File: config.mk
export PLATFORM = sky130hd
export DESIGN_NAME = wash_program_timer
export DESIGN_NICKNAME = d
export VERILOG_FILES = /design/src/rtl/wash_program_timer.sv
export SDC_FILE = /design/constraint.sdc
export NUM_CORES = 1
export LEC_CHECK = 0
export CAP_MARGIN = 5
export CORE_UTILIZATION = 45
export CTS_BUF_LIST = sky130_fd_sc_hd__clkbuf_8 sky130_fd_sc_hd__clkbuf_16
export CTS_CLUSTER_SIZE = 20
export DETAILED_ROUTE_END_ITERATION = 6
export GPL_TIMING_DRIVEN = 0
export PLACE_DENSITY = 0.71
export SLEW_MARGIN = 20
export SYNTH_ARGS = -nofsm -noshare
export SYNTH_HDL_FRONTEND = slang
export SYNTH_SLANG_ARGS = --single-unit
File: constraint.sdc
create_clock -name clk -period 4.38 [get_ports clk]
set_input_delay 0.876 -clock clk [delete_from_list [all_inputs] [get_ports clk]]
set_output_delay 0.876 -clock clk [all_outputs]
set_load 0.02 [all_outputs]
File: src/rtl/wash_program_timer.sv
// Program timer beside the washer FSM: start handshake, wash/rinse and spin phase timing.
// Build macro TIMER_PAUSE_EN makes the pause input freeze phase timing.
module wash_program_timer #(
    parameter int CNT_W       = 16,
    parameter int PRESCALE    = 1000,
    parameter int WASH_NORMAL = 1200,
    parameter int WASH_QUICK  = 600,
    parameter int WASH_HEAVY  = 2400,
    parameter int SPIN_TICKS  = 300,
    parameter int ARM_TIMEOUT = 50
) (
    input  logic             clk,
    input  logic             reset,
    input  logic             start_req,
    input  logic [1:0]       program_sel,
    input  logic             abort,
    input  logic             pause,
    input  logic             doorlock_check,
    input  logic             wash_active,
    input  logic             spin_active,
    input  logic             done,
    output logic             startmachine,
    output logic             machinecycle_timeout,
    output logic             spin_timeout_check,
    output logic             busy,
    output logic [CNT_W-1:0] remaining,
    output logic [2:0]       wash_count,
    output logic             error,
    output logic [2:0]       dbg_state_o
);

    typedef enum logic [2:0] {
        S_IDLE = 3'd0,
        S_ARM  = 3'd1,
        S_WAIT = 3'd2,
        S_WASH = 3'd3,
        S_SPIN = 3'd4
    } state_t;

    localparam int PW = $clog2(PRESCALE);
    localparam logic [PW-1:0]    P_LAST   = PW'(PRESCALE - 1);
    localparam logic [PW-1:0]    P_ONE    = PW'(1);
    localparam logic [CNT_W-1:0] C_ONE    = CNT_W'(1);
    localparam logic [CNT_W-1:0] ARM_LAST = CNT_W'((ARM_TIMEOUT > 0) ? ARM_TIMEOUT - 1 : 0);
    localparam logic [CNT_W-1:0] SPIN_LD  = CNT_W'(SPIN_TICKS);

    state_t           state_q;
    logic [PW-1:0]    presc_q;
    logic [CNT_W-1:0] remaining_q;
    logic [CNT_W-1:0] arm_cnt_q;
    logic [1:0]       prog_q;
    logic [2:0]       wash_count_q;
    logic             error_q;
    logic             startmachine_q;
    logic             mct_q;
    logic             stc_q;
    logic             wash_prev_q;
    logic             spin_prev_q;

    logic             run;
    logic             tick;
    logic [PW-1:0]    presc_d;
    logic [CNT_W-1:0] remaining_d;
    logic [CNT_W-1:0] wash_dur;

`ifdef TIMER_PAUSE_EN
    assign run = !pause;
`else
    logic unused_pause;
    assign unused_pause = pause;
    assign run = 1'b1;
`endif

    // Frozen prescaler means no tick, so remaining also holds while paused.
    assign tick        = run && (presc_q == P_LAST);
    assign presc_d     = !run ? presc_q : (tick ? '0 : presc_q + P_ONE);
    assign remaining_d = (tick && remaining_q != '0) ? remaining_q - C_ONE : remaining_q;

    always_comb begin
        wash_dur = CNT_W'(WASH_NORMAL);
        case (prog_q)
            2'b01:   wash_dur = CNT_W'(WASH_QUICK);
            2'b10:   wash_dur = CNT_W'(WASH_HEAVY);
            default: wash_dur = CNT_W'(WASH_NORMAL);
        endcase
    end

    // Handshake: startmachine is a request raised on entry to ARM and held until
    // doorlock_check is sampled high; it drops the cycle after that acknowledge.
    always_ff @(posedge clk) begin
        if (!reset) begin
            state_q        <= S_IDLE;
            presc_q        <= '0;
            remaining_q    <= '0;
            arm_cnt_q      <= '0;
            prog_q         <= 2'b00;
            wash_count_q   <= 3'd0;
            error_q        <= 1'b0;
            startmachine_q <= 1'b0;
            mct_q          <= 1'b0;
            stc_q          <= 1'b0;
            wash_prev_q    <= 1'b0;
            spin_prev_q    <= 1'b0;
        end else begin
            wash_prev_q <= wash_active;
            spin_prev_q <= spin_active;
            if (abort || (state_q != S_IDLE && wash_active && spin_active)) begin
                state_q        <= S_IDLE;
                presc_q        <= '0;
                remaining_q    <= '0;
                arm_cnt_q      <= '0;
                wash_count_q   <= 3'd0;
                startmachine_q <= 1'b0;
                mct_q          <= 1'b0;
                stc_q          <= 1'b0;
                if (!abort) error_q <= 1'b1;
            end else begin
                case (state_q)
                    S_IDLE: begin
                        if (start_req && program_sel == 2'b11) begin
                            error_q <= 1'b1;
                        end else if (start_req) begin
                            prog_q         <= program_sel;
                            wash_count_q   <= 3'd0;
                            error_q        <= 1'b0;
                            presc_q        <= '0;
                            arm_cnt_q      <= '0;
                            startmachine_q <= 1'b1;
                            state_q        <= S_ARM;
                        end
                    end
                    S_ARM: begin
                        if (doorlock_check) begin
                            startmachine_q <= 1'b0;
                            state_q        <= S_WAIT;
                        end else if (tick && arm_cnt_q == ARM_LAST) begin
                            startmachine_q <= 1'b0;
                            error_q        <= 1'b1;
                            state_q        <= S_IDLE;
                        end else begin
                            presc_q <= presc_d;
                            if (tick) arm_cnt_q <= arm_cnt_q + C_ONE;
                        end
                    end
                    S_WAIT: begin
                        if (wash_active && !wash_prev_q) begin
                            presc_q     <= '0;
                            remaining_q <= wash_dur;
                            mct_q       <= (wash_dur == '0);
                            state_q     <= S_WASH;
                        end else if (spin_active && !spin_prev_q) begin
                            presc_q     <= '0;
                            remaining_q <= SPIN_LD;
                            stc_q       <= (SPIN_LD == '0);
                            state_q     <= S_SPIN;
                        end else if (done) begin
                            state_q <= S_IDLE;
                        end
                    end
                    S_WASH: begin
                        if (!wash_active) begin
                            // Only an expired phase counts as a completed wash.
                            if (remaining_q == '0 && wash_count_q != 3'd7)
                                wash_count_q <= wash_count_q + 3'd1;
                            remaining_q <= '0;
                            mct_q       <= 1'b0;
                            state_q     <= S_WAIT;
                        end else begin
                            presc_q     <= presc_d;
                            remaining_q <= remaining_d;
                            mct_q       <= (remaining_d == '0);
                        end
                    end
                    S_SPIN: begin
                        if (!spin_active) begin
                            remaining_q <= '0;
                            stc_q       <= 1'b0;
                            state_q     <= S_WAIT;
                        end else begin
                            presc_q     <= presc_d;
                            remaining_q <= remaining_d;
                            stc_q       <= (remaining_d == '0);
                        end
                    end
                    default: state_q <= S_IDLE;
                endcase
            end
        end
    end

    assign startmachine         = startmachine_q;
    assign machinecycle_timeout = mct_q;
    assign spin_timeout_check   = stc_q;
    assign busy                 = (state_q != S_IDLE);
    assign remaining            = remaining_q;
    assign wash_count           = wash_count_q;
    assign error                = error_q;
    assign dbg_state_o          = state_q;

endmodule
**Word level (Yosys, flattened, before mapping)**

Cells that the tools add are included.

- Equal/unequal tests: 30
- Reductions and logical operators: 35
- Shift operators: 0
- Multiplexer cells: 57
- Bitwise logic cells: 3
- Divide/modulo/power cells: 0
- Multipliers: 0
- Order comparisons: 0
- Add/sub/neg operators: 4

Operators by type and width:

| kind | count |
|---|---|
| 16-bit two-way mux | 10 |
| 10-bit two-way mux | 9 |
| 10-bit one-hot mux with 5 select lines | 1 |
| 16-bit logical NOT | 3 |
| 16-bit one-hot mux with 3 select lines | 1 |
| 3-bit two-way mux | 13 |
| 16-bit one-hot mux with 2 select lines | 1 |
| 2-bit inequality test (second input constant) | 14 |
| 12-bit one-hot mux with 2 select lines | 1 |
| 16-bit by 1-bit adder with 16-bit output (second input constant) | 1 |
| 16-bit by 6-bit equality test with 1-bit output (second input constant) | 1 |
| 16-bit nonzero test | 1 |
| 16-bit by 1-bit subtractor with 16-bit output (second input constant) | 1 |
| 1-bit two-way mux | 15 |
| 3-bit inequality test (second input constant) | 5 |
| 3-bit one-hot mux with 5 select lines | 1 |
| 6-bit AND reduction | 2 |
| 10-bit by 1-bit adder with 10-bit output (second input constant) | 1 |
| 10-bit equality test (second input constant) | 1 |
| 5-bit AND reduction | 2 |
| 3-bit nonzero test | 3 |
| 1-bit logical AND | 8 |
| 4-bit inequality test (second input constant) | 2 |
| 1-bit one-hot mux with 2 select lines | 4 |
| other kinds (18) | 28 |

- ROM bits: 0
- Bits in writable memories: 0
- Latch bits: 0
- Logic and storage cells: 141
- Output and inout bits: 27
- Memories kept: 0
- Bits in registers: 56

**Longest topological paths before layout**

- Depth after elaboration: 6
- Depth in mapped cells: 9
- Depth with buffers taken out: 8

**Worst setup path before layout**

Ideal clock, no wire load.

- Kind: input to register
- From: input port wash_active
- To: register presc_q[8]
- Stages: 7
- Setup slack: 1.869 ns
- Required time: 4.310 ns
- Setup time: 0.070 ns
- Path buffers: 1
- Arrival: 2.441 ns
- Path through: buf_2 > nand2b_1 > o211ai_1 > o2111ai_1 > a2111oi_0 > or3b_1 > a21oi_1

- Word-level cells in the longest chain between the ends: 4

Ends and longest elaborated chain:

| what | RTL line | text |
|---|---|---|
| from (decl) | 19 | `input logic wash_active,` |
| branches (longest 4 deep; another with 8-bit AND reduction) | -- |  |
| to (signal assigned) | 141 | `presc_q <= presc_d;` |
| to (signal assigned) | 169 | `presc_q <= presc_d;` |
| to (signal assigned) | 180 | `presc_q <= presc_d;` |
| to (decl) | 48 | `logic [PW-1:0] presc_q;` |

Several ways; the timed one is not identified.
A chain may end at the register's enable or synchronous reset.

**Worst setup path in the final report**

- From: input port spin_active
- To: register presc_q[8]

- Word-level cells in the longest chain between the ends: 3

Ends and longest elaborated chain:

| what | RTL line | text |
|---|---|---|
| from (decl) | 20 | `input logic spin_active,` |
| 1-bit logical AND, on equally long branches | 151, 107 |  |
| 3-bit inequality test (no line) or 1-bit logical OR (tied branches) | -- |  |
| 8-bit AND reduction (no line) or 2-bit OR reduction (tied branches) | -- |  |

Several ways; a longest one is shown, not always the timed one.

==> flow_metrics.py <==
metrics = {
    "run_status": {
        "status": "completed",
    },
    "clocking": {
        "cts-resized-gates": 0,
        "cts_sinks": 56,
        "h-tree-depth": 2,
        "hold_buffers": 0,
        "postCtsSetupRepairBufs": 0,
        "cts_buffers": 5,
        "clk_pin_slew_ns": 0.10,
        "ctsLongestPathBuffers": 2,
        "cts_tree": "yes",
        "cts-root-buf": "clkbuf_8",
        "insertion_delay_ns": 0.31,
    },
    "critical_path": {
        "endpoint": "presc_q[8]",
        "r2r_cells": 9,
        "critPathSlowestCell": "a2111oi_0",
        "reg2reg_to": "spin_timeout_check",
        "crit_type": "in2reg",
        "cp_data_arrival_time_ns": 3.30,
        "crit_chain": "clkdlybuf4s50_1 -> inv_1 -> o211ai_1 -> o2111ai_1 -> a2111oi_0 -> or3b_1 -> a21oi_1",
        "cp.required_ns": 4.62,
        "critPathMaxStageDelay_ns": 0.68,
        "start_kind": "input port",
        "cp_max_fo": 6,
        "r2r-start": "remaining[0]",
        "crit_start": "spin_active",
        "worst-r2r-setup-slack_ns": 1.79,
        "critPathCaptureType": "flop",
    },
    "timing": {
        "rsz0062_at_grt": "no",
        "setup_violations": 0,
        "finalCritPeriodShare_pct": 69.8,
        "fin_crit_ns": 3.06,
        "fmax_mhz": 327,
        "clock_skew_ns": 0.0126,
        "slew_headroom_pct": 44.8,
        "totalNegativeSetupSlack_ns": 0,
        "final.setup.worst_slack_ns": 1.32,
        "slew_violations": 0,
        "tightest_slew_ns": 0.823,
        "hold_viol": 0,
    },
    "yosys": {
        "ys_warn_count": 0,
        "ys_top_cells_by_area": "dfxtp_1, nor2_1, ha_1",
        "ys_types": 67,
        "yosys.area.top_type_share_pct": 32.5,
        "syn_avg_cell_area_sq_um": 8.01,
        "synth_seq_cells": 56,
        "synthArstFlopShare_pct": 0,
        "synth_edf_count": 0,
        "netlist_instances": 430,
        "yosysSeqAreaShare_pct": 32.5,
        "yosys_most_used_dff": "dfxtp_1",
        "synth_area_sq_um": 3440,
        "yosysTopAreaCell": "dfxtp_1",
        "synth.net_count": 452,
    },
    "floorplanning": {
        "dieArea_sq_um": 8010,
        "start_util_pct": 47.0,
        "die_y_microns": 89.5,
        "rows": 31,
        "io_pins": 38,
        "core_sq_um": 7330,
        "die_width_microns": 89.5,
    },
    "grt": {
        "grt_use_met1_pct": 32.2,
        "grt_pass1_wl_microns": 15300,
        "overflow": 0,
        "busiest_layer": "met2",
        "globalRouteMet2Util_pct": 41.5,
        "use_met3_pct": 3.32,
        "antenna_found_initial": 0,
        "grt_max_degree": 18,
        "grt_pass1_vias": 3153,
        "grt_usage_pct": 24.5,
    },
    "layout": {
        "areaGrowthSynthToFinish_pct": 16.6,
        "nets": 494,
        "diodes": 0,
        "drive_above_1_share_pct": 6.34,
        "multiInputGateArea_sq_um": 2180,
        "regArea_sq_um": 1120,
        "fin_cells": 572,
        "n_fill_cell": 694,
    },
    "routing": {
        "ant_nets": 0,
        "drc": 0,
        "first_pass_iters": 5,
        "via_count": 3443,
        "avgRoutedWirePerCell_microns": 16.0,
        "first_iter_violations": 212,
        "routed_wl_microns": 9150,
        "via_per_inst": 6.02,
    },
    "placed_design": {
        "dp_slack_ns": 1.02,
        "place_congestion": 0.895,
        "port_buffers": 35,
        "dpl.hpwl_microns": 6830,
        "placed_cells": 564,
    },
    "power": {
        "p_leak_uw": 0.00132,
        "seqPwrFrac_pct": 53.4,
        "swShare_pct": 28.8,
        "ir_worst_vdd_mv": 0.211,
        "clockPowerShare_pct": 31.0,
        "p_per_area_nw_per_um2": 245,
        "p_switching_uw": 283,
        "p_comb_share_pct": 15.6,
        "internal_power_uw": 699,
        "power_uw": 982,
    },
    "worst_hold_path": {
        "hp-class": "reg2reg",
    },
    "flow_run": {
        "maxCapViolations": 0,
    },
}
==> per-layer routing <==
layer	part of all wire, %	up-vias
met3	4.4	16
met1	47	1623
met5	0	-
met4	1.9	0
met2	47	114
li1	-	1690
==> metrics by stage <==
| stage | hold slack, ns | instance area [sq um] | util (%) |
|---|---|---|---|
| 6_report | 0.482 | 4020 | 54.8 |
| 5_1_grt | 0.519 | 4020 | 54.8 |
| 4_1_cts | 0.488 | 4020 | 54.8 |
| 3_5_place_dp | 0.474 | 3920 | 53.5 |
| 3_3_place_gp | 0.456 | 3920 | 53.5 |
| 2_1_floorplan | 0.449 | 3440 | - |
==> cell usage after synthesis, types with 7 or more instances <==
| cell type | n |
|---|---|
| dfxtp_1 | 56 |
| nor2_1 | 51 |
| nand2_1 | 34 |
| a21oi_1 | 21 |
| nor3_1 | 20 |
| inv_1 | 17 |
| xnor2_1 | 15 |
| nand3_1 | 13 |
| a31oi_1 | 12 |
| clkbuf_1 | 12 |
| ha_1 | 11 |
| o21ai_0 | 11 |
| o21ai_1 | 11 |
| nand4_1 | 10 |
| or3_1 | 8 |
| nor2b_1 | 7 |
==> registers in the layout (all words and copies together), names as in the netlist <==
| register | flops |
|---|---|
| arm_cnt_q | 16 |
| spin_prev_q | 1 |
| startmachine | 1 |
| dbg_state_o | 3 |
| prog_q | 2 |
| machinecycle_timeout | 1 |
| presc_q | 10 |
| spin_timeout_check | 1 |
| wash_count | 3 |
| remaining | 16 |
| error | 1 |
| wash_prev_q | 1 |
==> worst min path at each step <==
stage	from	to	slack [ns]	cells after the start
6_report	presc_q[1]	presc_q[1]	0.48	2
5_1_grt	presc_q[1]	presc_q[1]	0.52	2
3_5_place_dp	presc_q[1]	presc_q[1]	0.47	2
2_1_floorplan	presc_q[1]	presc_q[1]	0.45	2
3_3_place_gp	presc_q[1]	presc_q[1]	0.46	2
4_1_cts	presc_q[1]	presc_q[1]	0.49	2
==> cell type report <==
cell class,count,area share [%]
Tap cell,99,3.09
Clock inverter,2,0.343
Inverter,17,1.59
Clock buffer,6,2.06
Sequential cell,56,27.9
Buffer,18,2.03
Timing Repair Buffer,35,8.73
Multi-Input combinational cell,339,54.3
==> worst max-delay path, delay by kind of cell <==
kind | cells | cell delay (ns)
AO/OA/AOI/OAI | 4 | 1.33
AND/OR/NAND/NOR | 1 | 0.41
buffers and inverters | 2 | 0.69
==> placed cells by master, fill, tap and decap left out, drive strengths merged, types with 3 or more instances in the layout <==
cell type,instances
nand3b,3
mux2i,3
nor2b,7
a21oi,21
nor3,22
nor4b,4
nand3,14
or2,8
buf,6
o41ai,4
clkbuf,18
inv,18
a311oi,6
nor2,51
ha,11
dfxtp,56
a41oi,3
o211ai,5
or3,8
nor4bb,3
clkdlybuf4s50,35
nand2,35
o21ai,23
or4,6
xnor2,15
a21o,4
a22oi,4
nand2b,3
nand4,11
o31ai,4
nor4,9
nor3b,6
a31oi,12
a2111oi,4
==> logic make-up (layout without fill, tap and decap cells) <==
group / Yosys count / count (layout) / share of synthesized area [%]
AND/OR/NAND/NOR: 201 / 201 / 33.1
AO/OA/AOI/OAI: 107 / 107 / 21.0
adder cells (fa/ha/maj): 11 / 11 / 4.00
XOR/XNOR: 17 / 17 / 4.32
multiplexers: 3 / 3 / 0.872
flip-flops: 56 / 56 / 32.5
buffers and inverters: 35 / 78 / 4.21
==> power groups by stage <==
stage | clock [uW] | combinational (uW) | sequential (uW)
finish | 305 | 153 | 525
global route | 331 | 168 | 526
CTS | 311 | 152 | 525
detailed placement | 0 | 151 | 536
global placement | 0 | 149 | 536
floorplan | 0 | 95.2 | 539
Note: power is estimated with default switching activity, not from simulation.
